===== src/rtl/instr_encoder_loader.sv =====
// instr_encoder_loader: re-encodes decoded MIPS fields and streams the words into imem through a small FIFO
module instr_encoder_loader #(
  parameter int ADDR_W    = 10,
  parameter int BASE_ADDR = 0,
  parameter int DEPTH     = 4
) (
  input  logic              clk,
  input  logic              rst,
  input  logic              start,
  input  logic              in_valid,
  output logic              in_ready,
  input  logic [2:0]        in_kind,
  input  logic [4:0]        in_rs,
  input  logic [4:0]        in_rt,
  input  logic [4:0]        in_rd,
  input  logic [4:0]        in_shamt,
  input  logic [5:0]        in_funct,
  input  logic [15:0]       in_imm,
  input  logic [25:0]       in_target,
  input  logic              in_last,
  input  logic              mem_ready,
  output logic              imem_we,
  output logic [ADDR_W-1:0] imem_addr,
  output logic [31:0]       imem_wdata,
  output logic              busy,
  output logic              done,
  output logic              err,
  output logic [ADDR_W-1:0] count
);
  localparam int PW = $clog2(DEPTH);
  typedef enum logic [1:0] {IDLE, LOAD, FLUSH, DONE} state_t;
  state_t            state_q;
  logic [31:0]       mem_q [DEPTH];
  logic [PW-1:0]     wr_q, rd_q;
  logic [PW:0]       occ_q;
  logic [ADDR_W-1:0] addr_q, count_q;
  logic              err_q;
  logic [5:0]        op;
  logic [31:0]       enc;
  logic              legal, full, empty, active, accept, push, pop;
  assign op     = in_kind == 3'd1 ? 6'h23 : in_kind == 3'd2 ? 6'h2b : in_kind == 3'd3 ? 6'h04 : 6'h08;
  assign enc    = in_kind == 3'd0 ? {6'h00, in_rs, in_rt, in_rd, in_shamt, in_funct}
                : in_kind == 3'd5 ? {6'h02, in_target} : {op, in_rs, in_rt, in_imm};
  assign legal  = in_kind < 3'd6;
  assign full   = occ_q == (PW+1)'(DEPTH);
  assign empty  = occ_q == '0;
  assign active = state_q == LOAD || state_q == FLUSH;
  assign accept = in_valid && in_ready;
  assign push   = accept && legal;
  assign pop    = imem_we;
  assign in_ready   = state_q == LOAD && !full;
  assign imem_we    = !empty && mem_ready && active;
  // head is forced to zero while empty so the output never exposes stale or unwritten storage
  assign imem_wdata = empty ? 32'h0 : mem_q[rd_q];
  assign imem_addr  = addr_q;
  assign busy       = active;
  assign done       = state_q == DONE;
  assign err        = err_q;
  assign count      = count_q;
  always_ff @(posedge clk) begin
    if (push) mem_q[wr_q] <= enc;
  end
  always_ff @(posedge clk or posedge rst) begin
    if (rst) begin
      state_q <= IDLE;
      wr_q    <= '0;
      rd_q    <= '0;
      occ_q   <= '0;
      addr_q  <= ADDR_W'(BASE_ADDR);
      count_q <= '0;
      err_q   <= 1'b0;
    end else begin
      if (push) wr_q <= wr_q + PW'(1);
      if (pop) rd_q <= rd_q + PW'(1);
      occ_q <= occ_q + (PW+1)'(push) - (PW+1)'(pop);
      if (pop) addr_q <= addr_q + ADDR_W'(4);
      if (pop) count_q <= count_q + ADDR_W'(1);
      if (accept && !legal) err_q <= 1'b1;
      if ((state_q == IDLE || state_q == DONE) && start) begin
        state_q <= LOAD;
        addr_q  <= ADDR_W'(BASE_ADDR);
        count_q <= '0;
        err_q   <= 1'b0;
      end else if (state_q == LOAD && accept && in_last) state_q <= FLUSH;
      else if (state_q == FLUSH && empty) state_q <= DONE;
    end
  end
endmodule

===== config.mk =====
export PLATFORM = sky130hd
export DESIGN_NAME = instr_encoder_loader
export DESIGN_NICKNAME = d
export VERILOG_FILES = /design/src/rtl/instr_encoder_loader.sv
export SDC_FILE = /design/constraint.sdc
export NUM_CORES = 1
export LEC_CHECK = 0
export CORE_MARGIN = 4
export CORE_UTILIZATION = 47
export CTS_CLUSTER_DIAMETER = 60
export DETAILED_ROUTE_END_ITERATION = 6
export GPL_TIMING_DRIVEN = 0
export PLACE_DENSITY = 0.77
export REMOVE_ABC_BUFFERS = 1
export SLEW_MARGIN = 0
export SYNTH_ARGS = -nofsm -noshare
export SYNTH_HDL_FRONTEND = slang
export SYNTH_SLANG_ARGS = --single-unit

===== constraint.sdc =====
create_clock -name clk -period 2.6 [get_ports clk]
set_input_delay 0.39 -clock clk [delete_from_list [all_inputs] [get_ports clk]]
set_output_delay 0.39 -clock clk [all_outputs]
set_load 0.005 [all_outputs]

# Word level (Yosys, flattened, before mapping)
# Memories as Yosys holds them, arrays and structs flattened.
# Index checks and enable logic that the tools add are counted.
# W data, S select, Z words.
dict set report op_classes {
  add_sub_neg 6
  n_eq_ne 8
  reduce_logical 21
  magnitude_cmp 1
  n_mux 17
}
# op n
set op_table {}
lappend op_table {{$mux W32} 3}
lappend op_table {{$mux W10} 4}
lappend op_table {{$mux W6} 2}
lappend op_table {{$add A10 B1 Y10 const B} 1}
lappend op_table {{$add A10 B3 Y10 const B} 1}
lappend op_table {{$logic_and A1 B1 Y1} 10}
lappend op_table {{$eq A3 B2 Y1 const B} 2}
lappend op_table {{$eq A3 B3 Y1 const B} 2}
lappend op_table {{$logic_not A3 Y1} 2}
lappend op_table {{$mux W2} 3}
lappend op_table {{$add A2 B1 Y2 const B} 2}
lappend op_table {{$eq A2 B2 Y1 const B} 2}
lappend op_table {{$mux W1} 4}
lappend op_table {{$mux W4} 1}
lappend op_table {{$reduce_bool A2 Y1} 2}
lappend op_table {{$add A3 B1 Y3} 1}
lappend op_table {{$eq A3 B1 Y1 const B} 1}
lappend op_table {{$logic_not A1 Y1} 3}
lappend op_table {{$lt A3 B3 Y1 const B} 1}
lappend op_table {{$reduce_bool A3 Y1} 1}
lappend op_table {{$sub A3 B1 Y3} 1}
lappend op_table {{$eq A2 B1 Y1 const B} 1}
lappend op_table {{$logic_not A2 Y1} 1}
lappend op_table {{$logic_or A1 B1 Y1} 2}
dict set report totals {
  output_inout_bits 57
  register_bits 30
  in_bits 77
  word_cells 61
  mem_bits_rw 128
  memories 1
}
# name words word_bits read_ports rd_ports_with_merged_regs wr line
set mem_list {}
lappend mem_list {mem_q 4 32 1 0 1 33} ;# logic [31:0] mem_q [DEPTH];

# Logic depth before layout (Yosys ltp)
# Gate-level depths: netlist of the first run.
dict set report depth {
  depth_word 8
  mapped_depth 13
  ltp_nobuf 12
}

# Worst setup path before layout of the first run
# Ideal clock, no wire load.
dict set report synth_path {
  path_type {register -> register}
  start {reg state_q[0]}
  end {reg occ_q[2]}
  setup_time_ps 128
  arrival_time_ps 2436
  setup_slack_ps 37
  n_path_buf 1
  t_required_ps 2472
  path_stages_with_launch 14
  period_less_slack_ps 2563
  cell_sequence {dfrtp_1 -> inv_1 -> ha_1 -> nand2b_4 -> or2_0 -> buf_6 -> inv_2 -> ha_1 -> inv_1 -> ha_1 -> inv_1 -> fa_1 -> xnor2_1 -> xnor2_1}
}
dict set report synth_between {
  elab_cells_between_ends 9
  cone_classes {add/sub (2); eq/ne (2); reduce/logical (5)}
}
# element line
set synth_rtl {}
lappend synth_rtl {{from (decl)} 32} ;# state_t state_q;
lappend synth_rtl {{from (signal assigned)} 65} ;# state_q <= IDLE;
lappend synth_rtl {{from (signal assigned)} 80} ;# state_q <= LOAD;
lappend synth_rtl {{from (signal assigned)} 84} ;# end else if (state_q == LOAD && accept && in_last) state_q <= FLUSH;
lappend synth_rtl {{$eq A2 B1 Y1 or $eq A2 B2 Y1 (tied branches)} 47} ;# assign active = state_q == LOAD || state_q == FLUSH;
lappend synth_rtl {{$logic_or A1 B1 Y1 *} 47}
lappend synth_rtl {{$logic_and A1 B1 Y1 *} 52} ;# assign imem_we = !empty && mem_ready && active;
lappend synth_rtl {{via imem_we} 22} ;# output logic imem_we,
lappend synth_rtl {{$sub A3 B1 Y3 *} 75} ;# occ_q <= occ_q + (PW+1)'(push) - (PW+1)'(pop);
lappend synth_rtl {{to (signal assigned)} 75}
lappend synth_rtl {{to (decl)} 35} ;# logic [PW:0] occ_q;
# The timed path passes the listed nets; every way through them passes the cells marked *.
# A chain may end at the register's enable or synchronous reset.

# Worst setup path after layout of the first run
dict set report layout_path {
  start {reg rd_q[0]}
  end {out imem_wdata[18]}
}
dict set report layout_between {
  elab_chain_len 2
}
# element line
set layout_rtl {}
lappend layout_rtl {{from (decl)} 34} ;# logic [PW-1:0] wr_q, rd_q;
lappend layout_rtl {{from (signal assigned)} 74} ;# if (pop) rd_q <= rd_q + PW'(1);
lappend layout_rtl {{$mem_v2 Z4 W32} n/a}
lappend layout_rtl {{$mux W32} 54} ;# assign imem_wdata = empty ? 32'h0 : mem_q[rd_q];
lappend layout_rtl {{to (decl)} 24} ;# output logic [31:0] imem_wdata,
# No other way between the ends.

==> results_dict.tcl, run 1 <==
set metrics [dict create \
    postSynthCellCount 414 \
    wl_per_cell_um 17.74 \
    synth-edff-count 120 \
    dieArea_mm2 0.01597 \
    synth.avg_cell_area_um2 15.91 \
    num_rows 42 \
    clockBufferDepth 2 \
    p_leak_nw 3.477 \
    yosysMostFrequentCell "edfxtp_1" \
    synth.cell_area_mm2 0.006585 \
    worstMarginPinSlew_ps 1092 \
    finClkSkew_ps 7.561 \
    ys_seq_elements 148 \
    yosysTopAreaCell "edfxtp_1" \
    hold_violations 0 \
    critPathCaptureType "output port" \
    hp-class "flop to flop" \
    cts_tree "built" \
    final_core_util_pct 65.76 \
    path_cells "buf_12 -> mux4_2 -> nor2b_1 -> clkdlybuf4s50_1" \
    slew_headroom_pct 27.12 \
    status "finished, final reports clean" \
    drt_first_pass_iters 4 \
    yosysSeqAreaShare_pct 65.36 \
    grt_pass1_vias 4135 \
    numCtsBuffers 17 \
    path_delay_family "buffers and inverters" \
    ctsHtreeMaxLevel 4 \
    port_buffers 130 \
    grt_max_degree 33 \
    yosysWarnings 0 \
    start_util_pct 48.76 \
    final_area_mm2 0.008881 \
    clock-sinks 148 \
    dp_hpwl_mm 8.515 \
    grt_antenna_before_repair 0 \
    die_y_um 126.4 \
    io-pin-count 134 \
    synth_cell_types 45 \
    drive_above_1_share_pct 20.35 \
    cap_viol_max_count 0 \
    max_clock_freq_mhz 397.9 \
    total_power_w 0.008770 \
    diodes 0 \
    place_area_mm2 0.008060 \
    post-route-period-util_pct 96.67 \
    power_density_mw_per_mm2 987.5 \
    crit_type "flop to output port" \
    gp_congestion 0.7353 \
    cts_hold_buf 0 \
    ys.flop_type "edfxtp_1" \
    cpPeakStageDelay_ps 500 \
    ir_drop_mv 0.5056 \
    setup_viol 0 \
    critPathArrivalTime_ps 2120 \
    area_delta_synth_final_pct 34.87 \
    core_mm2 0.01351 \
    setup_tns_ps 0 \
    clkTransAtPathRegs_ps 70 \
    grtUsageTotal_pct 17.07 \
    ys_top_cells_by_area "edfxtp_1 55%, dfrtp_1 11%, mux4_2 10%" \
    nets 651 \
    critPathRequiredTime_ps 2210 \
    gr-total-overflow 0 \
    path_buf_inv 2 \
    slowest_stage "mux4_2" \
    synth_async_sr_flop_share_pct 18.92 \
    via_per_inst 5.290 \
    min_period_ps 2513 \
    clock_latency_ps 420 \
    vias 3973 \
    whs_ps 511.1 \
    drv_slew 0 \
    drtIter0Drc 233 \
    route.detailed.drc 0 \
    cts_root_buffer "clkbuf_16" \
    grt_first_pass_wirelength_mm 20.84 \
    rsz0062_at_grt "true" \
    routed_wl_mm 13.32 \
    die_w_um 126.4 \
    yosysTopAreaCellShare_pct 54.72 \
    crit_path_max_fanout 14 \
    critPathLaunchType "flop" \
    yosys-top-cells-count "120 x edfxtp_1, 30 x mux4_2, 30 x nor2b_1, 29 x nor2_1, 28 x dfrtp_1" \
    postRouteAntennaNets 0 \
]
[report_power, final]
group          switching [W]  internal (W)  total (W)
sequential          0.000213       0.00296    0.00317
clock                0.00102       0.00126    0.00227
combinational        0.00140       0.00192    0.00332
total                0.00263       0.00614    0.00877
[worst reg2reg max path: cells and delay by family, from the launching register on]
kind | cells | cell delay (ps)
adders and majority gates | 4 | 950
buffers and inverters | 4 | 290
xor gates and xnor gates | 2 | 290
DFF | 1 | 390
and+or+nand+nor | 2 | 460
[metrics by stage]
| step | worst slack, ps | std cells |
|---|---|---|
| 6_report | 86.54 | 751 |
| 4_1_cts | -7.934 | 742 |
| 3_5_place_dp | -858.6 | 701 |
| 5_1_grt | -41.25 | 751 |
| 2_1_floorplan | -635.0 | 391 |
| 3_3_place_gp | -1470 | 697 |
[flip-flops by register name, indices dropped and copies added, names as in the netlist]
| register | cells |
|---|---|
| err | 1 |
| state_q | 2 |
| occ_q | 3 |
| rd_q | 2 |
| count | 10 |
| mem_q | 120 |
| imem_addr | 8 |
| wr_q | 2 |
[cells by family (layout without fill, tap and decap cells)]
logic type,Yosys count,after routing,share of synthesized area (%)
AO/OA/AOI/OAI,32,32,3.040
other,1,3,0.05695
XOR/XNOR,14,14,1.862
multiplexers,61,61,15.18
buffers and inverters,36,195,2.926
adder cells (fa/ha/maj),12,12,2.394
AND/OR/NAND/NOR,110,110,9.177
flip-flops,148,148,65.36
[path summary, 6_finish.rpt]
check | cells after the start | slack [ps] | to | from
setup / recovery | 4 | 90 | imem_wdata[18] | rd_q[0]
hold / removal | 1 | 510 | imem_addr[4] | imem_addr[4]
setup reg to reg | 12 | 120 | occ_q[2] | state_q[0]
hold reg to reg | 1 | 510 | imem_addr[4] | imem_addr[4]
max in group asynchronous | 2 | 1250 | rd_q[1] | rst
min in group asynchronous | 2 | 550 | err | rst
[final cells by class]
type	instances	area [um2]
Clock buffer	17	425.4
Clock inverter	15	136.4
Tap cell	176	220.2
Sequential cell	148	4312
Inverter	11	46.29
Multi-Input combinational cell	232	2143
Timing Repair Buffer	152	1598
Fill cell	951	4624
[timing repair]
item,CTS,global route
resized for setup,17,27
pin swaps,2,2
setup endpoints to repair,35,21
setup buffers,9,9
[metal layers]
metal	share of wire (%)	global-route usage, %	vias to the layer above
li1	-	-	1851
met2	51	29.02	146
met3	7.1	5.759	9
met4	0.88	4.858	0
met1	41	20.90	1967
met5	0	0	-
[cell usage in the layout (no fill, tap or decap), types with 3 or more instances in the layout]
cell               n
edfxtp_1         120
clkdlybuf4s50_1  101
mux4_2            30
nor2_1            29
nor2b_1           28
dfrtp_1           26
nand2_1           22
mux2i_1           20
dlymetal6s2s_1    20
a21oi_1           19
clkbuf_16         17
buf_4             15
xnor2_1           13
mux2_2            11
ha_1              10
inv_1              9
inv_6              9
dlygate4sd2_1      9
o21ai_0            4
and2_2             4
nor3_1             3
nor4_1             3
conb_1             3
clkinv_4           3
buf_12             3
Power figures use the tool's default switching activity.
==> run 2, diff against run 1 <==
- CORE_UTILIZATION: 47 -> 48
- CTS_BUF_LIST: not set -> sky130_fd_sc_hd__clkbuf_8
- PLACE_DENSITY: 0.77 -> 0.78
==> results_dict.tcl, run 2 (synthesized netlist as in run 1, its figures left out) <==
set metrics [dict create \
    die_y_um 125.1 \
    critPathLaunchType "flop" \
    crit_path_max_fanout 12 \
    worstHoldPathCells 2 \
    clkTransAtPathRegs_ps 80 \
    rsz0062_at_grt "false" \
    cts_root_buffer "clkbuf_8" \
    grt_pass1_vias 4055 \
    drv_slew 0 \
    cpPeakStageDelay_ps 480 \
    setup_viol 0 \
    num_rows 42 \
    clockBufferDepth 2 \
    grt_first_pass_wirelength_mm 21.13 \
    clock_latency_ps 440 \
    path_cells "buf_12 -> mux4_2 -> nor2b_1 -> clkdlybuf4s50_1" \
    place_area_mm2 0.008033 \
    dp_hpwl_mm 8.553 \
    post-route-period-util_pct 96.36 \
    critPathCaptureType "output port" \
    routed_wl_mm 13.22 \
    numCtsBuffers 17 \
    max_clock_freq_mhz 399.2 \
    final_common_cell "edfxtp_1" \
    drtIter0Drc 202 \
    final_core_util_pct 64.00 \
    top_register "mem_q" \
    core_mm2 0.01335 \
    worstMarginPinSlew_ps 1101 \
    final_area_mm2 0.008542 \
    clock-sinks 148 \
    postRouteAntennaNets 0 \
    grtUsageTotal_pct 17.67 \
    cap_viol_max_count 0 \
    dieArea_mm2 0.01566 \
    port_buffers 130 \
    ir_drop_mv 0.4004 \
    p_leak_nw 3.178 \
    power_density_mw_per_mm2 914.9 \
    critPathRequiredTime_ps 2210 \
    die_w_um 125.1 \
    slew_headroom_pct 26.59 \
    hp-class "flop to flop" \
    drive_above_1_share_pct 19.20 \
    cts_tree "built" \
    hold_violations 0 \
    post-place-ws_ps -920.1 \
    critPathArrivalTime_ps 2120 \
    largest_reg_flops 120 \
    nets 649 \
    grt_antenna_before_repair 0 \
    crit_type "flop to output port" \
    r2r_cells 12 \
    layout_common_cells "120 x edfxtp_1, 100 x clkdlybuf4s50_1, 30 x mux4_2" \
    fillCellCount 995 \
    gr-total-overflow 0 \
    diodes 0 \
    setup_ws_ps 94.75 \
    slowest_stage "mux4_2" \
    route.detailed.drc 0 \
    min_period_ps 2505 \
    gp_congestion 0.8067 \
    drt_first_pass_iters 5 \
    via_per_inst 5.270 \
    vias 3947 \
    wl_per_cell_um 17.65 \
    status "finished, final reports clean" \
    area_delta_synth_final_pct 29.72 \
    start_util_pct 49.33 \
    grt_max_degree 33 \
    finClkSkew_ps 9.732 \
    whs_ps 510.4 \
    io-pin-count 134 \
    ctsHtreeMaxLevel 4 \
]
run 2: changes by cell type in the layout (fill, tap and decap cells not counted), sizes merged:
cell           previous run  this run
buf                      22        19
clkdlybuf4s50           101       100
clkinv                    5        11
clkinvlp                  1         3
dlygate4sd2               9        29
dlymetal6s2s             20         1
inv                      20        12
nor3                      4         5
run 2: path summary, 6_finish.rpt:
path,start,to,slack (ps)
max in group asynchronous,rst,rd_q[0],1260
max,rd_q[0],imem_wdata[12],90
max reg2reg,state_q[0],occ_q[2],140
min reg2reg,err,err,510
min,err,err,510
min in group asynchronous,rst,state_q[1],550
run 2: power breakdown:
part           switching, W  total [W]  internal [W]  leakage [nW]
combinational       0.00138    0.00317       0.00179          1.57
sequential         0.000229    0.00319       0.00296          1.45
clock              0.000816    0.00146      0.000641         0.159
total               0.00243    0.00781       0.00538          3.18
run 2: per-stage QoR:
step / total power, W / TNS, ps / std cells
finish: 0.007815 / 0 / 749
detailed placement: 0.006296 / -7274 / 700
global placement: 0.006159 / -152690 / 697
CTS: 0.007764 / -19.21 / 741
global route: 0.008317 / 0 / 749
floorplan: 0.004759 / -1197 / 391
run 2: area by class of cell:
type | instances | area (um2) | area share, %
flip-flops and latches | 148 | 4313 | 50.49
multi-input cells | 233 | 2151 | 25.18
repair buffers | 149 | 1486 | 17.40
clock buffers | 17 | 234.0 | 2.739
well taps | 176 | 220.2 | 2.578
clock inverters | 15 | 91.34 | 1.069
inverters | 11 | 46.29 | 0.5420
run 2: timing repair:
item | CTS | global route
resized for setup | 38 | 8
endpoints found under the setup margin | 36 | 4
buffers inserted | 8 | 8
hold buffers | 0 | 0
gates cloned | 1 | 0
pin swaps | 2 | 2
run 2: routing by layer:
metal  track usage [%]  vias up  wire, um  share of wire (%)
li1                  -     1848         -                  -
met5                 0        -         0                  0
met4             7.334        0       207                1.6
met3             4.904       13       956                7.2
met1             21.52     1920      5252                 40
met2             29.90      166      6805                 51
run 2: critical path, delay by kind of cell, from the launching register on:
family                 cells  cell delay, ps
and+or+nand+nor            1             140
buffers and inverters      2             590
muxes                      1             480
DFF                        1             450
